## src/rtl/alif_cfg_pkg.sv

```systemverilog
// Shared types and constants for the ALIF serial configuration loader.
package alif_cfg_pkg;

  typedef enum logic [1:0] {
    IDLE  = 2'd0,
    LOAD  = 2'd1,
    CHECK = 2'd2,
    DONE  = 2'd3
  } state_t;

  typedef enum logic [1:0] {
    ERR_NONE  = 2'b00,
    ERR_CSUM  = 2'b01,
    ERR_ABORT = 2'b10
  } err_t;

  localparam int FIELD_BITS = 8;

  // Payload bytes in a frame: one per weight channel plus five shared fields.
  function automatic int payload_len(input int num_ch);
    return num_ch + 5;
  endfunction

endpackage

```

## src/rtl/alif_cfg_byte_deser.sv

```systemverilog
// MSB-first serial-to-byte shifter. o_byte_done strobes during the cycle whose
// edge samples the 8th bit; o_byte is the completed byte in that same cycle.
module alif_cfg_byte_deser
  import alif_cfg_pkg::*;
(
  input  logic                  clk,
  input  logic                  reset,
  input  logic                  i_enable,
  input  logic                  i_load_enable,
  input  logic                  i_active,
  input  logic                  i_clear,
  input  logic                  i_bit,
  output logic                  o_byte_done,
  output logic [FIELD_BITS-1:0] o_byte
);

  logic [FIELD_BITS-2:0] r_shift;
  logic [2:0]            r_cnt;
  logic                  w_shift_en;

  assign w_shift_en  = i_enable & i_load_enable & i_active;
  assign o_byte_done = w_shift_en & (r_cnt == 3'd7);
  assign o_byte      = {r_shift, i_bit};

  // Shift one bit per qualified cycle; counter wraps to 0 after each byte.
  always_ff @(posedge clk) begin
    if (reset) begin
      r_shift <= '0;
      r_cnt   <= '0;
    end else if (i_enable && i_clear) begin
      r_shift <= '0;
      r_cnt   <= '0;
    end else if (w_shift_en) begin
      r_shift <= o_byte[FIELD_BITS-2:0];
      r_cnt   <= r_cnt + 3'd1;
    end
  end

endmodule

```

## src/rtl/alif_param_loader_multi.sv

```systemverilog
// Framed serial loader: payload goes to shadow registers, and all active
// outputs are replaced together only after the checksum byte matches.
//
// state | meaning
// IDLE  | no frame; start on load_enable (no bit sampled that cycle)
// LOAD  | receiving payload bytes into shadow fields
// CHECK | receiving checksum byte; commit or flag mismatch on its last bit
// DONE  | frame finished; wait for load_enable low before re-arming
module alif_param_loader_multi
  import alif_cfg_pkg::*;
#(
  parameter int NUM_CH      = 4,
  parameter int W_WIDTH     = 3,
  parameter int RATE_WIDTH  = 8,
  parameter int THR_WIDTH   = 8,
  parameter int CYC_WIDTH   = 4,
  parameter int DEFAULT_WA  = 2,
  parameter int DEFAULT_LR1 = 2,
  parameter int DEFAULT_LR2 = 1,
  parameter int DEFAULT_THR = 30,
  parameter int DEFAULT_LC1 = 2,
  parameter int DEFAULT_LC2 = 4
) (
  input  logic                        clk,
  input  logic                        reset,
  input  logic                        enable,
  input  logic                        serial_data_in,
  input  logic                        load_enable,
  output logic [NUM_CH*W_WIDTH-1:0]   weights,
  output logic [RATE_WIDTH-1:0]       leak_rate_1,
  output logic [RATE_WIDTH-1:0]       leak_rate_2,
  output logic [THR_WIDTH-1:0]        threshold_min,
  output logic [CYC_WIDTH-1:0]        leak_cycles_1,
  output logic [CYC_WIDTH-1:0]        leak_cycles_2,
  output logic                        params_ready,
  output logic                        cfg_commit,
  output logic [1:0]                  load_error
);

  localparam int P     = payload_len(NUM_CH);
  localparam int IDX_W = $clog2(P);

  state_t                 r_state;
  logic [IDX_W-1:0]       r_idx;
  logic [FIELD_BITS-1:0]  r_acc;
  logic                   r_ready;
  logic                   r_commit;
  logic [1:0]             r_err;

  logic [W_WIDTH-1:0]     r_sh_w [NUM_CH];
  logic [RATE_WIDTH-1:0]  r_sh_lr1, r_sh_lr2;
  logic [THR_WIDTH-1:0]   r_sh_thr;
  logic [CYC_WIDTH-1:0]   r_sh_lc1, r_sh_lc2;

  logic [W_WIDTH-1:0]     r_act_w [NUM_CH];
  logic [RATE_WIDTH-1:0]  r_act_lr1, r_act_lr2;
  logic [THR_WIDTH-1:0]   r_act_thr;
  logic [CYC_WIDTH-1:0]   r_act_lc1, r_act_lc2;

  logic                   w_byte_done;
  logic [FIELD_BITS-1:0]  w_byte;
  logic                   w_active;
  logic                   w_load_byte;
  logic                   w_check_byte;
  logic                   w_commit;

  assign w_active     = (r_state == LOAD) || (r_state == CHECK);
  assign w_load_byte  = w_byte_done && (r_state == LOAD);
  assign w_check_byte = w_byte_done && (r_state == CHECK);
  assign w_commit     = w_check_byte && (w_byte == r_acc);

  alif_cfg_byte_deser u_deser (
    .clk           (clk),
    .reset         (reset),
    .i_enable      (enable),
    .i_load_enable (load_enable),
    .i_active      (w_active),
    .i_clear       (r_state == IDLE),
    .i_bit         (serial_data_in),
    .o_byte_done   (w_byte_done),
    .o_byte        (w_byte)
  );

  // Frame sequencing, byte index, checksum accumulator and status flags.
  always_ff @(posedge clk) begin
    if (reset) begin
      r_state  <= IDLE;
      r_idx    <= '0;
      r_acc    <= '0;
      r_ready  <= 1'b1;
      r_commit <= 1'b0;
      r_err    <= ERR_NONE;
    end else if (enable) begin
      r_commit <= 1'b0;
      case (r_state)
        IDLE: if (load_enable) begin
          r_state <= LOAD;
          r_idx   <= '0;
          r_acc   <= '0;
          r_ready <= 1'b0;
          r_err   <= ERR_NONE;
        end
        LOAD, CHECK: if (!load_enable) begin
          r_state <= IDLE;
          r_err   <= ERR_ABORT;
          r_ready <= 1'b1;
        end else if (w_load_byte) begin
          r_acc <= r_acc ^ w_byte;
          r_idx <= r_idx + IDX_W'(1);
          if (r_idx == IDX_W'(P - 1)) r_state <= CHECK;
        end else if (w_check_byte) begin
          r_state  <= DONE;
          r_ready  <= 1'b1;
          r_commit <= w_commit;
          if (!w_commit) r_err <= ERR_CSUM;
        end
        DONE: if (!load_enable) r_state <= IDLE;
        default: r_state <= IDLE;
      endcase
    end
  end

  // Shadow fields: each completed payload byte lands in the field at r_idx.
  always_ff @(posedge clk) begin
    if (reset) begin
      for (int k = 0; k < NUM_CH; k++) r_sh_w[k] <= '0;
      r_sh_lr1 <= '0;
      r_sh_lr2 <= '0;
      r_sh_thr <= '0;
      r_sh_lc1 <= '0;
      r_sh_lc2 <= '0;
    end else if (w_load_byte) begin
      for (int k = 0; k < NUM_CH; k++)
        if (r_idx == IDX_W'(k)) r_sh_w[k] <= w_byte[W_WIDTH-1:0];
      if (r_idx == IDX_W'(NUM_CH))     r_sh_lr1 <= w_byte[RATE_WIDTH-1:0];
      if (r_idx == IDX_W'(NUM_CH + 1)) r_sh_lr2 <= w_byte[RATE_WIDTH-1:0];
      if (r_idx == IDX_W'(NUM_CH + 2)) r_sh_thr <= w_byte[THR_WIDTH-1:0];
      if (r_idx == IDX_W'(NUM_CH + 3)) r_sh_lc1 <= w_byte[CYC_WIDTH-1:0];
      if (r_idx == IDX_W'(NUM_CH + 4)) r_sh_lc2 <= w_byte[CYC_WIDTH-1:0];
    end
  end

  // Active fields: all replaced on the single edge that validates the checksum.
  always_ff @(posedge clk) begin
    if (reset) begin
      for (int k = 0; k < NUM_CH; k++) r_act_w[k] <= W_WIDTH'(DEFAULT_WA);
      r_act_lr1 <= RATE_WIDTH'(DEFAULT_LR1);
      r_act_lr2 <= RATE_WIDTH'(DEFAULT_LR2);
      r_act_thr <= THR_WIDTH'(DEFAULT_THR);
      r_act_lc1 <= CYC_WIDTH'(DEFAULT_LC1);
      r_act_lc2 <= CYC_WIDTH'(DEFAULT_LC2);
    end else if (w_commit) begin
      for (int k = 0; k < NUM_CH; k++) r_act_w[k] <= r_sh_w[k];
      r_act_lr1 <= r_sh_lr1;
      r_act_lr2 <= r_sh_lr2;
      r_act_thr <= r_sh_thr;
      r_act_lc1 <= r_sh_lc1;
      // Last payload byte was written to shadow on an earlier edge.
      r_act_lc2 <= r_sh_lc2;
    end
  end

  // Flatten per-channel weights onto the output bus.
  always_comb begin
    weights = '0;
    for (int k = 0; k < NUM_CH; k++) weights[k*W_WIDTH +: W_WIDTH] = r_act_w[k];
  end

  assign leak_rate_1   = r_act_lr1;
  assign leak_rate_2   = r_act_lr2;
  assign threshold_min = r_act_thr;
  assign leak_cycles_1 = r_act_lc1;
  assign leak_cycles_2 = r_act_lc2;
  assign params_ready  = r_ready;
  assign cfg_commit    = r_commit;
  assign load_error    = r_err;

endmodule
```

## config.mk

```make
export PLATFORM = sky130hd
export DESIGN_NAME = alif_param_loader_multi
export DESIGN_NICKNAME = d
export VERILOG_FILES = /design/src/rtl/alif_cfg_pkg.sv /design/src/rtl/alif_cfg_byte_deser.sv /design/src/rtl/alif_param_loader_multi.sv
export SDC_FILE = /design/constraint.sdc
export NUM_CORES = 1
export LEC_CHECK = 0
export ABC_AREA = 1
export CAP_MARGIN = 25
export CORE_UTILIZATION = 25
export CTS_CLUSTER_DIAMETER = 30
export DETAILED_ROUTE_END_ITERATION = 6
export GPL_TIMING_DRIVEN = 0
export RECOVER_POWER = 100
export SLEW_MARGIN = 10
export SYNTH_ARGS = -nofsm -noshare
export SYNTH_HDL_FRONTEND = slang
export SYNTH_SLANG_ARGS = --single-unit
```

## constraint.sdc

```tcl
create_clock -name clk -period 2.05 [get_ports clk]
set_clock_uncertainty 0.15 [all_clocks]
set_input_delay 0.3075 -clock clk [delete_from_list [all_inputs] [get_ports clk]]
set_output_delay 0.3075 -clock clk [all_outputs]
set_load 0.01 [all_outputs]
```

==> metrics.md <==
| Metric | Value |
|---|---|
| Fin worst setup slack | `-0.00644 ns` |
| Setup violations, final | `1` |
| Max cap viols | `0` |
| Failing checks | `setup timing` |
| # clock sinks | `116` |
| All-Layer GR Usage | `12.8%` |
| I/O Pins | `53` |
| Die Y-Extent | `137 µm` |
| Final wirelength | `11200 µm` |
| Reg power frac | `40.6%` |
| Yosys Warn Count | `0` |
| Hold buffers post-CTS | `0` |
| Setup TNS | `-0.00644 ns` |
| Crit Path Class | `reg -> reg` |
| Clk buf depth | `2` |
| Worst path most repeated cell | `nor2_4` |
| Internal power | `about 4.5 mW` |
| Post-detail-place hpwl | `around 7400 µm` |
| Wire per inst | `~13 µm` |
| First-pass iteration count of the detailed router | `4` |
| Nets | `635` |
| Max VDD drop | `0.594 mV` |
| Final Max Tran Viols | `0` |
| Syn avg cell area | `8.64 µm²` |
| Setup slack, reg-to-reg | `-0.006 ns` |
| Wl on met1 | `5240 µm` |
| Worst-margin pin slew | `0.730 ns` |
| Port buffer count | `51` |
| FILL cells | `1812` |
| Largest net degree at the start of global routing | `21` |
| Multi-input logic area | `between 1500 and 2000 µm²` |
| Core ar. | `17900 µm²` |
| Hold Crit Class | `in -> reg` |
| Gr ovfl total | `0` |
| Switching share of power | `between 20% and 30%` |
| Met3 wire length | `608 µm` |
| Worst setup EP type | `flop` |
| Net Sw Power | `1.39 mW` |
| Die area | `18800 µm²` |
| Syn_nets | `543` |
| CTS clk-pin slew, worst paths | `about 0.06 ns` |
| Logic pwr share | `~6.0%` |
| Layout cells sized above 1 | `a little under a fifth` |
| First-pass GRT wire length | `18000 µm` |
| Routed met2 length | `5190 µm` |
| Placed Area | `5380 µm²` |
| GPL Wtd Cong | `0.794` |
| Post-route ant nets | `0` |
| Cell taking the most area after synthesis | `dfxtp_1` |
| #FFs+latches synth | `116` |
| Unrepaired setup endpoints after global routing | `yes` |
| Iteration-0 DRC Markers | `197` |
| Register area | `around 2600 µm²` |
| Chip width | `around 140 µm` |
| Cts bufs inserted | `17` |
| Rows | `49` |
| Vias per std cell | `about 4.5` |
| Final Hold Viols | `0` |
| Cells after synthesis | `528` |
| Leakage power | `2.37 nW` |
| Slew margin rel. | `51.2%` |
| Fin area | `6380 µm²` |
| Yosys cell types | `32` |
| Drc violations | `0` |
| DR top layer | `met4` |
| Part of the Yosys area used for sequential elements | `56.2%` |
| Vias post-DR | `3836` |
| Area grow syn2layout | `39.9%` |
| Crit-path max FO | `6` |
| H-tree level count | `4` |
| Initial antenna violation count | `0` |
| Clock power frac | `between 50% and 60%` |
| CP arrival | `2.07 ns` |
| Top area cells in the synthesized netlist | `dfxtp_1 40%, edfxtp_1 16%, a21oi_1 7.0%, o21ai_0 6.0%, nand2_1 5.8%` |
| Via count of the first global-routing pass | `~3600` |
| Synth top area share | `slightly above 40%` |
| Worst skew pair latency | `roughly 0.41 ns` |
| Max stage delay on crit path | `0.34 ns` |
| CTS tree | `built` |
| Min Tclk post-route | `2.06 ns` |
| Period utilisation layout | `100%` |
| CTS root buffer | `clkbuf_16` |
| Inserted Diodes | `0` |
| Mapped cell area | `4560 µm²` |
| Status | `finished with violations` |
| Slowest cell on the critical path | `dfxtp_2` |
| Worst setup SP type | `flop` |
| Power Density | `927 nW/µm²` |
| Initial Util | `25.5%` |
| CP required | `2.06 ns` |
| Cells along the critical path | `inv_2, ha_4, nand2_4, nor2_4, nand3_2, clkinv_2, nand3_4, nor2_4, inv_4, buf_6, or2_1` |
| Fmax achieved | `0.486 GHz` |
## path summary, 6_finish.rpt
kind | start | endpoint | cells past startpoint
worst max-delay path | r_state[0] | r_act_w[3][1] | 11
worst min-delay path | reset | r_acc[7] | 2
worst max register to register | r_state[0] | r_act_w[3][1] | 11
worst min register to register | r_sh_lr2[1] | r_sh_lr2[1] | 2
## what timing repair did
action	4_1_cts	5_1_grt
buffers inserted	16	8
gates cloned	1	1
endpoints found under the setup margin	114	99
pin swaps	3	6
resized for setup	18	52
## power by group through the flow
stage          logic [mW]  clock network [mW]  registers, mW
4_1_cts             0.347                3.21           2.40
3_5_place_dp        0.309                   0           2.45
3_3_place_gp        0.304                   0           2.45
6_report            0.357                3.16           2.40
2_1_floorplan       0.201                   0           2.44
5_1_grt             0.403                3.30           2.41
## stage by stage
| stage | power [mW] | instances | hold WS (ns) | utilization [%] | setup slack (ns) |
|---|---|---|---|---|---|
| after floorplan | 2.64 | 528 | 0.269 | - | 0.00147 |
| after global placement | 2.75 | 808 | 0.282 | 30.0 | -0.686 |
| after detailed placement | 2.76 | 808 | 0.293 | 30.0 | -0.696 |
| after CTS | 5.96 | 855 | 0.210 | 34.6 | -0.0234 |
| after global routing | 6.11 | 862 | 0.228 | 35.6 | -0.117 |
| final | 5.91 | 862 | 0.233 | 35.6 | -0.00644 |
## layer usage
layer  vias up  global-route usage [%]
li1       1941                       -
met1      1795                    15.3
met2        85                    20.6
met3        15                    4.81
met4         0                    5.56
met5         -                       0
## cell families after synthesis
| group | share of synthesized area, % |
|---|---|
| AO/OA/AOI/OAI | 15.0 |
| adder cells (fa/ha/maj) | 2.74 |
| buffers and inverters | 8.26 |
| flip-flops | 56.2 |
| AND/OR/NAND/NOR | 17.8 |
## final cells by class
type                            instances  share of cell area [%]
Timing Repair Buffer                   77                    11.4
Inverter                               70                    4.39
Clock buffer                           18                    7.06
Sequential cell                       116                    40.3
Multi-Input combinational cell        321                    27.4
Clock inverter                         14                    2.98
Tap cell                              229                    4.49
Buffer                                 17                    1.96
## synthesized netlist by cell type, drive strengths merged
cell type   n
a21boi      1
a21oi      64
a31oi       2
and3        1
buf        12
clkbuf      9
clkinv      2
dfxtp      92
edfxtp     24
ha         10
inv        68
nand2      72
nand3      42
nand3b      1
nand4       6
nor2       46
nor3        4
o21a        1
o21ai      67
or2         4
## sequential cells by signal, summed over array words and instances (netlist names), 4 cells and up
name,count
r_act_w,12
r_sh_w,12
leak_rate_1,8
leak_rate_2,8
r_acc,8
r_sh_lr1,8
r_sh_lr2,8
r_sh_thr,8
threshold_min,8
u_deser.r_shift,7
leak_cycles_1,4
leak_cycles_2,4
r_idx,4
r_sh_lc1,4
r_sh_lc2,4
## layout by cell type, fill, tap and decap left out, types with 18 or more instances in the layout
cell type      count
inv_1             60
nor2_1            41
o21ai_1           28
nand3_1           34
dfxtp_1           88
dlygate4sd3_1     34
buf_4             22
edfxtp_1          24
nand2_1           68
clkbuf_16         18
a21oi_1           61
o21ai_0           31
## worst max-delay path, delay by kind of cell (launching register included)
kind | cells | cell delay, ns
adders and majority gates | 1 | 0.28
buffers and inverters | 4 | 0.32
DFF | 1 | 0.34
and+or+nand+nor | 6 | 0.70
Note: power is estimated with default switching activity, not from simulation.
